`src/rtl/uart_pkg.sv`:
```
// Shared UART definitions: parity modes, TX/RX FSM state encodings and the
// parity-bit helper used by both directions.
package uart_pkg;

    localparam int unsigned PARITY_NONE = 0;
    localparam int unsigned PARITY_EVEN = 1;
    localparam int unsigned PARITY_ODD  = 2;

    typedef enum logic [2:0] {
        TX_IDLE  = 3'd0,
        TX_START = 3'd1,
        TX_DATA  = 3'd2,
        TX_PAR   = 3'd3,
        TX_STOP  = 3'd4
    } tx_state_e;

    typedef enum logic [2:0] {
        RX_IDLE  = 3'd0,
        RX_START = 3'd1,
        RX_DATA  = 3'd2,
        RX_PAR   = 3'd3,
        RX_STOP  = 3'd4
    } rx_state_e;

    // Parity bit that goes on the wire, given the XOR-reduction of the data.
    function automatic logic par_bit(input logic data_xor, input int unsigned mode);
        return (mode == PARITY_ODD) ? ~data_xor : data_xor;
    endfunction

endpackage

```
`src/rtl/uart_rx_fifo.sv`:
```
// Synchronous show-ahead FIFO for received bytes.
// Ports: clk/rst (async active-high), push/push_data write side,
// pop read side, head = registered head entry (holds last value when empty),
// valid = not empty, full, count = occupancy.
module uart_rx_fifo
    import uart_pkg::*;
#(
    parameter int unsigned WIDTH = 8,
    parameter int unsigned DEPTH = 4
) (
    input  logic                     clk,
    input  logic                     rst,
    input  logic                     push,
    input  logic [WIDTH-1:0]         push_data,
    input  logic                     pop,
    output logic [WIDTH-1:0]         head,
    output logic                     valid,
    output logic                     full,
    output logic [$clog2(DEPTH):0]   count
);

    localparam int unsigned PTR_W = $clog2(DEPTH);
    localparam int unsigned CNT_W = PTR_W + 1;

    logic [WIDTH-1:0] mem_q [DEPTH];
    logic [PTR_W-1:0] wr_ptr_q, wr_ptr_d;
    logic [PTR_W-1:0] rd_ptr_q, rd_ptr_d;
    logic [CNT_W-1:0] count_q, count_d;
    logic [WIDTH-1:0] head_q, head_d;
    logic             valid_q, valid_d;
    logic             full_q, full_d;
    logic             push_ok, pop_ok;

    // Pointer/count update; a pop frees a slot for a same-cycle push when full.
    always_comb begin
        pop_ok   = pop && valid_q;
        push_ok  = push && (!full_q || pop_ok);
        wr_ptr_d = push_ok ? wr_ptr_q + PTR_W'(1) : wr_ptr_q;
        rd_ptr_d = pop_ok  ? rd_ptr_q + PTR_W'(1) : rd_ptr_q;
        count_d  = count_q;
        if (push_ok && !pop_ok) begin
            count_d = count_q + CNT_W'(1);
        end else if (!push_ok && pop_ok) begin
            count_d = count_q - CNT_W'(1);
        end
        valid_d = (count_d != '0);
        full_d  = (count_d == CNT_W'(DEPTH));
        // Pre-compute next head; the write port bypasses when the FIFO drains to it.
        head_d = head_q;
        if (valid_d) begin
            head_d = (push_ok && (wr_ptr_q == rd_ptr_d)) ? push_data : mem_q[rd_ptr_d];
        end
    end

    always_ff @(posedge clk) begin
        if (push_ok) begin
            mem_q[wr_ptr_q] <= push_data;
        end
    end

    always_ff @(posedge clk or posedge rst) begin
        if (rst) begin
            wr_ptr_q <= '0;
            rd_ptr_q <= '0;
            count_q  <= '0;
            head_q   <= '0;
            valid_q  <= 1'b0;
            full_q   <= 1'b0;
        end else begin
            wr_ptr_q <= wr_ptr_d;
            rd_ptr_q <= rd_ptr_d;
            count_q  <= count_d;
            head_q   <= head_d;
            valid_q  <= valid_d;
            full_q   <= full_d;
        end
    end

    assign head  = head_q;
    assign valid = valid_q;
    assign full  = full_q;
    assign count = count_q;

endmodule

```
`src/rtl/uart_trx_param.sv`:
```
// Parametrised full-duplex UART with an RX FIFO.
// Ports: clk, rst (async active-high); TX: tx_data/tx_valid/tx_ready handshake,
// txd serial out; RX: rxd serial in, rx_data/rx_valid/rx_ready show-ahead FIFO,
// rx_frame_err/rx_par_err one-cycle pulses, rx_overrun sticky, rx_count occupancy.
module uart_trx_param
    import uart_pkg::*;
#(
    parameter int unsigned BIT_CLKS  = 434,
    parameter int unsigned DATA_W    = 8,
    parameter int unsigned PARITY    = 0,
    parameter int unsigned STOP_BITS = 1,
    parameter int unsigned RXF_DEPTH = 4
) (
    input  logic                        clk,
    input  logic                        rst,
    input  logic [DATA_W-1:0]           tx_data,
    input  logic                        tx_valid,
    output logic                        tx_ready,
    output logic                        txd,
    input  logic                        rxd,
    output logic [DATA_W-1:0]           rx_data,
    output logic                        rx_valid,
    input  logic                        rx_ready,
    output logic                        rx_frame_err,
    output logic                        rx_par_err,
    output logic                        rx_overrun,
    output logic [$clog2(RXF_DEPTH):0]  rx_count
);

    localparam int unsigned CNT_W = $clog2(BIT_CLKS);
    localparam int unsigned IDX_W = $clog2(DATA_W);
    localparam logic [CNT_W-1:0] BIT_LAST  = CNT_W'(BIT_CLKS - 1);
    localparam logic [CNT_W-1:0] HALF_LAST = CNT_W'(BIT_CLKS / 2 - 1);
    localparam logic [IDX_W-1:0] IDX_LAST  = IDX_W'(DATA_W - 1);
    localparam bit HAS_PAR  = (PARITY != PARITY_NONE);
    localparam bit TWO_STOP = (STOP_BITS == 2);

    // ---------------- TX ----------------
    tx_state_e         tx_state_q, tx_state_d;
    logic [CNT_W-1:0]  tx_cnt_q, tx_cnt_d;
    logic [IDX_W-1:0]  tx_idx_q, tx_idx_d, tx_idx_nx;
    logic              tx_stop_q, tx_stop_d;
    logic [DATA_W-1:0] tx_buf_q, tx_buf_d;
    logic              txd_q, txd_d;
    logic              tx_ready_q, tx_ready_d;
    logic              tx_bit_end;

    // txd is registered alongside the state, so each bit lasts exactly BIT_CLKS.
    always_comb begin
        tx_state_d = tx_state_q;
        tx_cnt_d   = tx_cnt_q;
        tx_idx_d   = tx_idx_q;
        tx_stop_d  = tx_stop_q;
        tx_buf_d   = tx_buf_q;
        txd_d      = txd_q;
        tx_ready_d = tx_ready_q;
        tx_bit_end = (tx_cnt_q == BIT_LAST);
        tx_idx_nx  = tx_idx_q + IDX_W'(1);
        if (tx_state_q != TX_IDLE) begin
            tx_cnt_d = tx_bit_end ? '0 : tx_cnt_q + CNT_W'(1);
        end
        unique case (tx_state_q)
            TX_IDLE: begin
                if (tx_valid && tx_ready_q) begin
                    tx_buf_d   = tx_data;
                    tx_state_d = TX_START;
                    tx_cnt_d   = '0;
                    txd_d      = 1'b0;
                    tx_ready_d = 1'b0;
                end
            end
            TX_START: begin
                if (tx_bit_end) begin
                    tx_state_d = TX_DATA;
                    tx_idx_d   = '0;
                    txd_d      = tx_buf_q[0];
                end
            end
            TX_DATA: begin
                if (tx_bit_end) begin
                    if (tx_idx_q == IDX_LAST) begin
                        if (HAS_PAR) begin
                            tx_state_d = TX_PAR;
                            txd_d      = par_bit(^tx_buf_q, PARITY);
                        end else begin
                            tx_state_d = TX_STOP;
                            tx_stop_d  = 1'b0;
                            txd_d      = 1'b1;
                        end
                    end else begin
                        tx_idx_d = tx_idx_nx;
                        txd_d    = tx_buf_q[tx_idx_nx];
                    end
                end
            end
            TX_PAR: begin
                if (tx_bit_end) begin
                    tx_state_d = TX_STOP;
                    tx_stop_d  = 1'b0;
                    txd_d      = 1'b1;
                end
            end
            TX_STOP: begin
                if (tx_bit_end) begin
                    if (!TWO_STOP || tx_stop_q) begin
                        tx_state_d = TX_IDLE;
                        tx_ready_d = 1'b1;
                        txd_d      = 1'b1;
                    end else begin
                        tx_stop_d = 1'b1;
                    end
                end
            end
            default: begin
                tx_state_d = TX_IDLE;
                tx_ready_d = 1'b1;
                txd_d      = 1'b1;
            end
        endcase
    end

    always_ff @(posedge clk or posedge rst) begin
        if (rst) begin
            tx_state_q <= TX_IDLE;
            tx_cnt_q   <= '0;
            tx_idx_q   <= '0;
            tx_stop_q  <= 1'b0;
            tx_buf_q   <= '0;
            txd_q      <= 1'b1;
            tx_ready_q <= 1'b1;
        end else begin
            tx_state_q <= tx_state_d;
            tx_cnt_q   <= tx_cnt_d;
            tx_idx_q   <= tx_idx_d;
            tx_stop_q  <= tx_stop_d;
            tx_buf_q   <= tx_buf_d;
            txd_q      <= txd_d;
            tx_ready_q <= tx_ready_d;
        end
    end

    assign txd      = txd_q;
    assign tx_ready = tx_ready_q;

    // ---------------- RX ----------------
    rx_state_e         rx_state_q, rx_state_d;
    logic [CNT_W-1:0]  rx_cnt_q, rx_cnt_d;
    logic [IDX_W-1:0]  rx_idx_q, rx_idx_d;
    logic              rx_stop_q, rx_stop_d;
    logic              rx_stop_bad_q, rx_stop_bad_d;
    logic              rx_par_q, rx_par_d;
    logic [DATA_W-1:0] rx_shift_q, rx_shift_d;
    logic              rxd_meta_q, rxd_meta_d;
    logic              rxd_sync_q, rxd_sync_d;
    logic              rxd_prev_q, rxd_prev_d;
    logic              rx_frame_err_q, rx_frame_err_d;
    logic              rx_par_err_q, rx_par_err_d;
    logic              rx_overrun_q, rx_overrun_d;
    logic              rx_fall, rx_bit_end, rx_bad;
    logic              rx_push_c;
    logic              fifo_valid, fifo_full, fifo_drop_c;

    // Sampling FSM: start checked at half a bit, later bits at their centres.
    always_comb begin
        rxd_meta_d     = rxd;
        rxd_sync_d     = rxd_meta_q;
        rxd_prev_d     = rxd_sync_q;
        rx_state_d     = rx_state_q;
        rx_cnt_d       = rx_cnt_q;
        rx_idx_d       = rx_idx_q;
        rx_stop_d      = rx_stop_q;
        rx_stop_bad_d  = rx_stop_bad_q;
        rx_par_d       = rx_par_q;
        rx_shift_d     = rx_shift_q;
        rx_frame_err_d = 1'b0;
        rx_par_err_d   = 1'b0;
        rx_push_c      = 1'b0;
        rx_bad         = rx_stop_bad_q || !rxd_sync_q;
        rx_fall        = rxd_prev_q && !rxd_sync_q;
        rx_bit_end     = (rx_state_q == RX_START) ? (rx_cnt_q == HALF_LAST)
                                                  : (rx_cnt_q == BIT_LAST);
        if (rx_state_q != RX_IDLE) begin
            rx_cnt_d = rx_bit_end ? '0 : rx_cnt_q + CNT_W'(1);
        end
        unique case (rx_state_q)
            RX_IDLE: begin
                if (rx_fall) begin
                    rx_state_d = RX_START;
                    rx_cnt_d   = '0;
                end
            end
            RX_START: begin
                if (rx_bit_end) begin
                    if (rxd_sync_q) begin
                        rx_state_d = RX_IDLE;       // false start
                    end else begin
                        rx_state_d    = RX_DATA;
                        rx_idx_d      = '0;
                        rx_stop_bad_d = 1'b0;
                    end
                end
            end
            RX_DATA: begin
                if (rx_bit_end) begin
                    rx_shift_d = {rxd_sync_q, rx_shift_q[DATA_W-1:1]};
                    if (rx_idx_q == IDX_LAST) begin
                        rx_state_d = HAS_PAR ? RX_PAR : RX_STOP;
                        rx_stop_d  = 1'b0;
                    end else begin
                        rx_idx_d = rx_idx_q + IDX_W'(1);
                    end
                end
            end
            RX_PAR: begin
                if (rx_bit_end) begin
                    rx_par_d   = rxd_sync_q;
                    rx_state_d = RX_STOP;
                    rx_stop_d  = 1'b0;
                end
            end
            RX_STOP: begin
                if (rx_bit_end) begin
                    if (!TWO_STOP || rx_stop_q) begin
                        rx_state_d     = RX_IDLE;
                        rx_frame_err_d = rx_bad;
                        rx_par_err_d   = HAS_PAR && (rx_par_q != par_bit(^rx_shift_q, PARITY));
                        rx_push_c      = !rx_bad && !rx_par_err_d;
                    end else begin
                        rx_stop_bad_d = rx_bad;
                        rx_stop_d     = 1'b1;
                    end
                end
            end
            default: rx_state_d = RX_IDLE;
        endcase
        rx_overrun_d = rx_overrun_q || fifo_drop_c;
    end

    // A push is lost only when the FIFO is full and not popped this cycle.
    assign fifo_drop_c = rx_push_c && fifo_full && !(rx_ready && fifo_valid);

    always_ff @(posedge clk or posedge rst) begin
        if (rst) begin
            rx_state_q     <= RX_IDLE;
            rx_cnt_q       <= '0;
            rx_idx_q       <= '0;
            rx_stop_q      <= 1'b0;
            rx_stop_bad_q  <= 1'b0;
            rx_par_q       <= 1'b0;
            rx_shift_q     <= '0;
            rxd_meta_q     <= 1'b1;
            rxd_sync_q     <= 1'b1;
            rxd_prev_q     <= 1'b1;
            rx_frame_err_q <= 1'b0;
            rx_par_err_q   <= 1'b0;
            rx_overrun_q   <= 1'b0;
        end else begin
            rx_state_q     <= rx_state_d;
            rx_cnt_q       <= rx_cnt_d;
            rx_idx_q       <= rx_idx_d;
            rx_stop_q      <= rx_stop_d;
            rx_stop_bad_q  <= rx_stop_bad_d;
            rx_par_q       <= rx_par_d;
            rx_shift_q     <= rx_shift_d;
            rxd_meta_q     <= rxd_meta_d;
            rxd_sync_q     <= rxd_sync_d;
            rxd_prev_q     <= rxd_prev_d;
            rx_frame_err_q <= rx_frame_err_d;
            rx_par_err_q   <= rx_par_err_d;
            rx_overrun_q   <= rx_overrun_d;
        end
    end

    uart_rx_fifo #(
        .WIDTH (DATA_W),
        .DEPTH (RXF_DEPTH)
    ) u_rx_fifo (
        .clk       (clk),
        .rst       (rst),
        .push      (rx_push_c),
        .push_data (rx_shift_q),
        .pop       (rx_ready),
        .head      (rx_data),
        .valid     (fifo_valid),
        .full      (fifo_full),
        .count     (rx_count)
    );

    assign rx_valid     = fifo_valid;
    assign rx_frame_err = rx_frame_err_q;
    assign rx_par_err   = rx_par_err_q;
    assign rx_overrun   = rx_overrun_q;

endmodule

```
`config.mk`:
```
export PLATFORM = sky130hd
export DESIGN_NAME = uart_trx_param
export DESIGN_NICKNAME = d
export VERILOG_FILES = /design/src/rtl/uart_pkg.sv /design/src/rtl/uart_rx_fifo.sv /design/src/rtl/uart_trx_param.sv
export SDC_FILE = /design/constraint.sdc
export NUM_CORES = 1
export LEC_CHECK = 0
export ABC_AREA = 1
export CAP_MARGIN = 10
export CELL_PAD_IN_SITES_DETAIL_PLACEMENT = 0
export CELL_PAD_IN_SITES_GLOBAL_PLACEMENT = 1
export CORE_ASPECT_RATIO = 1.2
export CORE_MARGIN = 2
export CORE_UTILIZATION = 50
export DETAILED_ROUTE_END_ITERATION = 7
export PLACE_DENSITY_LB_ADDON = 0.08
export SLEW_MARGIN = 10
export SYNTH_ARGS = -nofsm -noshare
export SYNTH_HDL_FRONTEND = slang
export SYNTH_SLANG_ARGS = --single-unit
```
`constraint.sdc`:
```
create_clock -name clk -period 4.4 [get_ports clk]
set_clock_uncertainty 0.2 [all_clocks]
set_input_delay 0.66 -clock clk [delete_from_list [all_inputs] [get_ports clk]]
set_output_delay 0.66 -clock clk [all_outputs]
set_load 0.05 [all_outputs]
```
==> results of run 1 <==
## synth_stat cells, types with 5 or more instances
library cell and n:
xor2_1 7, o22ai_1 14, nor3_1 7, nand3_1 15, nand2_1 114, edfxtp_1 32
nor2_1 46, inv_1 62, dfrtp_1 65, ha_1 13, dfstp_2 5, nand2_2 7
o21bai_1 9, o21ai_0 44, a21oi_1 13
## flip-flops by register name, summed over array words and instances (netlist names), 2 cells and up
| signal | count |
|---|---|
| rx_shift_q | 8 |
| tx_buf_q | 8 |
| u_rx_fifo.rd_ptr_q | 2 |
| rx_idx_q | 3 |
| u_rx_fifo.head | 8 |
| rx_state_q | 3 |
| tx_idx_q | 3 |
| rx_cnt_q | 9 |
| tx_cnt_q | 9 |
| u_rx_fifo.mem_q | 32 |
| u_rx_fifo.count | 3 |
| u_rx_fifo.wr_ptr_q | 2 |
| tx_state_q | 3 |
## critical path, stage by stage, from the launching register on
cell and delay, ns:
dfrtp_1 0.48, nor2_2 0.14, nand2_1 0.12, nor2_2 0.20, nand4_2 0.19, inv_1 0.19
nand2_1 0.20, nor2_1 0.67
## cell type report
cell class                 instances  area, um^2  area share
clock buffer                      10         229      0.0415
clock inverter                     6        55.1     0.00997
inverter                          65         244      0.0442
multi-input combinational        331        1820       0.330
sequential                       102        2720       0.493
tap                              123         154      0.0279
timing repair buffer              30         295      0.0535
## cell families after synthesis
| family | share of synthesized area |
|---|---|
| AO/OA/AOI/OAI | 0.109 |
| XOR/XNOR | 0.0238 |
| adder cells (fa/ha/maj) | 0.0336 |
| buffers and inverters | 0.0618 |
| flip-flops | 0.561 |
| other | 0.000774 |
| AND/OR/NAND/NOR | 0.209 |
## power by group
part           internal [mW]  leakage, nW  switching (mW)  total, mW
registers               1.09         1.29          0.0970       1.19
logic                  0.182         1.07           0.366      0.549
clock network          0.395        0.133           0.360      0.755
total                   1.67         2.49           0.824       2.49
## final timing paths
path	start	to	slack, ns	depth (start not counted)
max reg2reg	rx_state_q[0]$_DFFE_PP0P_	u_rx_fifo.mem_q[3][7]$_DFFE_PP_	1.63	7
min in group asynchronous	rst	tx_cnt_q[8]$_DFF_PP0_	0.44	2
max in group asynchronous	rst	tx_ready$_DFFE_PP1P_	2.76	3
min	rxd_meta_q$_DFF_PP1_	rxd_prev_d$_DFF_PP1_	0.16	0
min reg2reg	rxd_meta_q$_DFF_PP1_	rxd_prev_d$_DFF_PP1_	0.16	0
max	rx_state_q[0]$_DFFE_PP0P_	u_rx_fifo.mem_q[3][7]$_DFFE_PP_	1.63	7
## metrics by stage
| step | hold slack, ns | utilization |
|---|---|---|
| 2_1_floorplan | 0.145 | - |
| 3_3_place_gp | 0.147 | 0.553 |
| 3_5_place_dp | 0.149 | 0.553 |
| 4_1_cts | 0.159 | 0.583 |
| 5_1_grt | 0.165 | 0.583 |
| 6_report | 0.158 | 0.583 |
## placed cells by master (no fill, tap or decap), drive strengths merged, types with 10 or more instances in the layout
cell             n
ha              13
edfxtp          32
nand3           16
inv             68
nor2            51
o22ai           14
o21ai           47
clkdlybuf4s50   28
clkbuf          10
a21oi           14
nand2          124
dfrtp           65
## layer usage
layer  up-vias  part of all wire  global-route usage
met5         -                 0                   0
met4         0             0.016              0.0754
met3        11             0.022              0.0352
met2        49              0.51               0.323
met1      1572              0.45               0.254
li1       1732                 -                   -
==> flow_summary.toml, run 1 <==
[worst_setup_path]
crit_path_start_kind = "flop"
crit_fanout = 8
arrival_ns = 2.54
worstPathRequired_ns = 4.17
endpoint_kind = "flop"
setup.worst_path.class = "flop to flop"

[clock_tree]
clkLatencyLatePin_ns = 0.35
cts.sinks = 102
root_buffer = "clkbuf_16"
tritoncts = "built"
clockBufferDepth = 2
cts_resized = 0
path_clk_slew_ns = 0.07
cts_max_level = 3
cts_hold_buf = 0
cts_made_buffers = 9
postCtsSetupBuffers = 0

[placement]
place_inst = 651
pre_cts_ws_ns = 1.33
port_buffers = 28
place_area_um2 = 5240
detailed_place_hpwl_mm = 6.52
place_congestion = 0.841

[final_layout]
drive_above_1_share = 0.0938
nFillCells = 854
finish.instance_area_um2 = 5520
diodes = 0
syn_to_final_growth_pct = 14.0
fin_nets = 565
final_cells = 667

[logic_synthesis]
ys_top_cells_by_area = "dfrtp_1 34%, edfxtp_1 20%, nand2_1 8.8%, inv_1 4.8%, o21ai_0 4.5%"
synth_cells = 507
async_flop_share = 0.686
synth_seq_cells = 102
avgSynthCellArea_um2 = 9.55
synth_edf_count = 32
synth_top_flop_cell = "dfrtp_1"
yosys_warnings = 0
synth_top_cell_by_area = "dfrtp_1"
ys_seq_area_frac = 0.561
synth_nets = 533
synthDistinctLibCells = 46
syn-cell-area_um2 = 4840
yosys.area.top_type_share = 0.336

[routing]
firstDrtPassIters = 4
wl_mm = 9.25
wire_per_inst_um = 13.9
ant_nets = 0
drt_iter0_drc = 183
vias = 3364
detail_route.vias_per_cell = 5.04
drc = 0

[floorplan]
die_y_um = 112
die_x_um = 93.8
coreArea_um2 = 9470
start_util = 0.511
rows = 39
fp.dieArea_um2 = 10500
pin_count = 30

[grt]
grt_pass1_wl_mm = 15.8
grt_pass1_vias = 3310
antenna_found_initial = 0
grt_use_total = 0.195
grt_max_degree = 31
gr-total-overflow = 0

[timing]
setup_slack_ns = 1.63
fin_crit_ns = 2.77
fin_crit_sh = 0.629
hold_viol = 0
worstMarginPinSlew_ns = 0.812
setup_viol = 0
slew_headroom = 0.457
slew_violations = 0
rsz0062_at_grt = "false"
fmax_ghz = 0.362
tns_ns = 0

[worst_hold_path]
hp-class = "flop to flop"

[power]
max-vdd-ir-drop_v = 0.000306
leakage_nw = 2.49
p_per_area_nw_per_um2 = 451
power_mw = 2.49

[run]
drv_cap = 0

[run_status]
status = "completed"
Note: power is estimated with default switching activity, not from simulation.
==> inputs of run 2 (changes only) <==
- CORE_UTILIZATION: 50 -> 42
- clock period: 4.4 -> 2.3 ns (I/O delays scaled with it)
==> flow_summary.toml, run 2 (synthesized netlist as in run 1, its figures left out) <==
[placement]
pre_cts_ws_ns = -0.137
port_buffers = 28
detailed_place_hpwl_mm = 6.73
place_area_um2 = 5520
place_congestion = 0.811
place_inst = 709

[routing]
detail_route.vias_per_cell = 4.82
drc = 0
vias = 3503
firstDrtPassIters = 4
wire_per_inst_um = 13.2
ant_nets = 0
wl_mm = 9.57
drt_iter0_drc = 156

[power]
power_mw = 4.95
power.clock.fraction = 0.305
switching_share = 0.334
pwr-share-seq = 0.457
intPower_mw = 3.30
max-vdd-ir-drop_v = 0.000599
p_per_area_nw_per_um2 = 845
leakage_nw = 2.65
p_switching_mw = 1.65
p_comb_frac = 0.238

[clock_tree]
clkLatencyLatePin_ns = 0.35
tritoncts = "built"
cts.sinks = 102
cts_hold_buf = 0
cts_made_buffers = 9
cts_max_level = 3
path_clk_slew_ns = 0.08
root_buffer = "clkbuf_16"
clockBufferDepth = 2

[floorplan]
start_util = 0.435
rows = 42
coreArea_um2 = 11100
die_x_um = 102
die_y_um = 122
pin_count = 30
fp.dieArea_um2 = 12400

[grt]
grt_pass1_vias = 3425
grt_max_degree = 71
grt_use_total = 0.166
antenna_found_initial = 0
grt_pass1_wl_mm = 16.0
gr-total-overflow = 0

[worst_setup_path]
arrival_ns = 1.71
worstPathRequired_ns = 1.75
crit_path_start_kind = "flop"
crit_chain = "clkdlybuf4s50_1"
slowest_stage = "clkdlybuf4s50_1"
critPathBufInv = 1
endpoint_kind = "output pin"
setup.worst_path.class = "flop to output pin"
slowest_delay_ns = 0.81
crit_fanout = 3
cp_top_family = "buffers and inverters"

[timing]
fmax_ghz = 0.443
worstMarginPinSlew_ns = 0.502
setup_slack_ns = 0.0424
tns_ns = 0
fin_crit_ns = 2.26
slew_violations = 0
slew_headroom = 0.664
rsz0062_at_grt = "false"
whs_ns = 0.158
setup_viol = 0
hold_viol = 0
fin_crit_sh = 0.982

[worst_hold_path]
hp-class = "flop to flop"

[final_layout]
syn_to_final_growth_pct = 20.9
fin_nets = 594
drive_above_1_share = 0.143
final_cells = 727
regMostFlops = "u_rx_fifo.mem_q"
diodes = 0
largest_reg_flops = 32
final_util = 0.526
layout_common_cells = "114 x nand2_1, 65 x dfrtp_1, 61 x inv_1"
final_common_cell = "nand2_1"
finish.instance_area_um2 = 5860
top_regs = "u_rx_fifo.mem_q x32, rx_cnt_q x9, tx_cnt_q x9"

[run_status]
status = "completed"

[run]
drv_cap = 0
[run 2: power by group through the flow]
stage | Combinational [mW] | Clock (mW) | Sequential (mW)
floorplan | 0.754 | 0 | 2.33
finish | 1.18 | 1.51 | 2.26
global route | 1.36 | 1.63 | 2.29
global placement | 1.17 | 0 | 2.29
CTS | 1.19 | 1.55 | 2.26
detailed placement | 1.18 | 0 | 2.30
[run 2: layout make-up]
type	count	area, um^2
Fill cell	1039	5290
Timing Repair Buffer	58	556
Clock buffer	9	225
Sequential cell	102	2720
Clock inverter	7	76.3
Tap cell	154	193
Multi-Input combinational cell	332	1840
Inverter	65	248
[run 2: repair_timing]
item                       CTS  global route
gates resized for setup      0             1
setup endpoints to repair    0             4
buffers inserted             0             1
[run 2: final timing paths]
path,start,endpoint,slack (ns),cells after the start
max,tx_ready$_DFFE_PP1P_,tx_ready,0.04,1
max in group asynchronous,rst,txd$_DFFE_PP1P_,1.32,3
min reg2reg,rxd_meta_q$_DFF_PP1_,rxd_prev_d$_DFF_PP1_,0.16,0
min in group asynchronous,rst,tx_cnt_q[8]$_DFF_PP0_,0.24,3
min,rxd_meta_q$_DFF_PP1_,rxd_prev_d$_DFF_PP1_,0.16,0
max reg2reg,rx_state_q[2]$_DFFE_PP0P_,u_rx_fifo.head[7]$_DFFE_PP0P_,0.20,12
[run 2: layer usage]
| metal | routed length [um] | track usage | part of all wire |
|---|---|---|---|
| met1 | 4330 | 0.224 | 0.45 |
| met5 | 0 | 0 | 0 |
| met4 | 199 | 0.0808 | 0.021 |
| met3 | 274 | 0.0241 | 0.029 |
| met2 | 4770 | 0.263 | 0.50 |
==> inputs of run 3 (changes only) <==
- SKIP_CTS_REPAIR_TIMING: unset -> 1
==> results of run 3 <==
Final layout, timing and power as in run 2 (identical DEF).
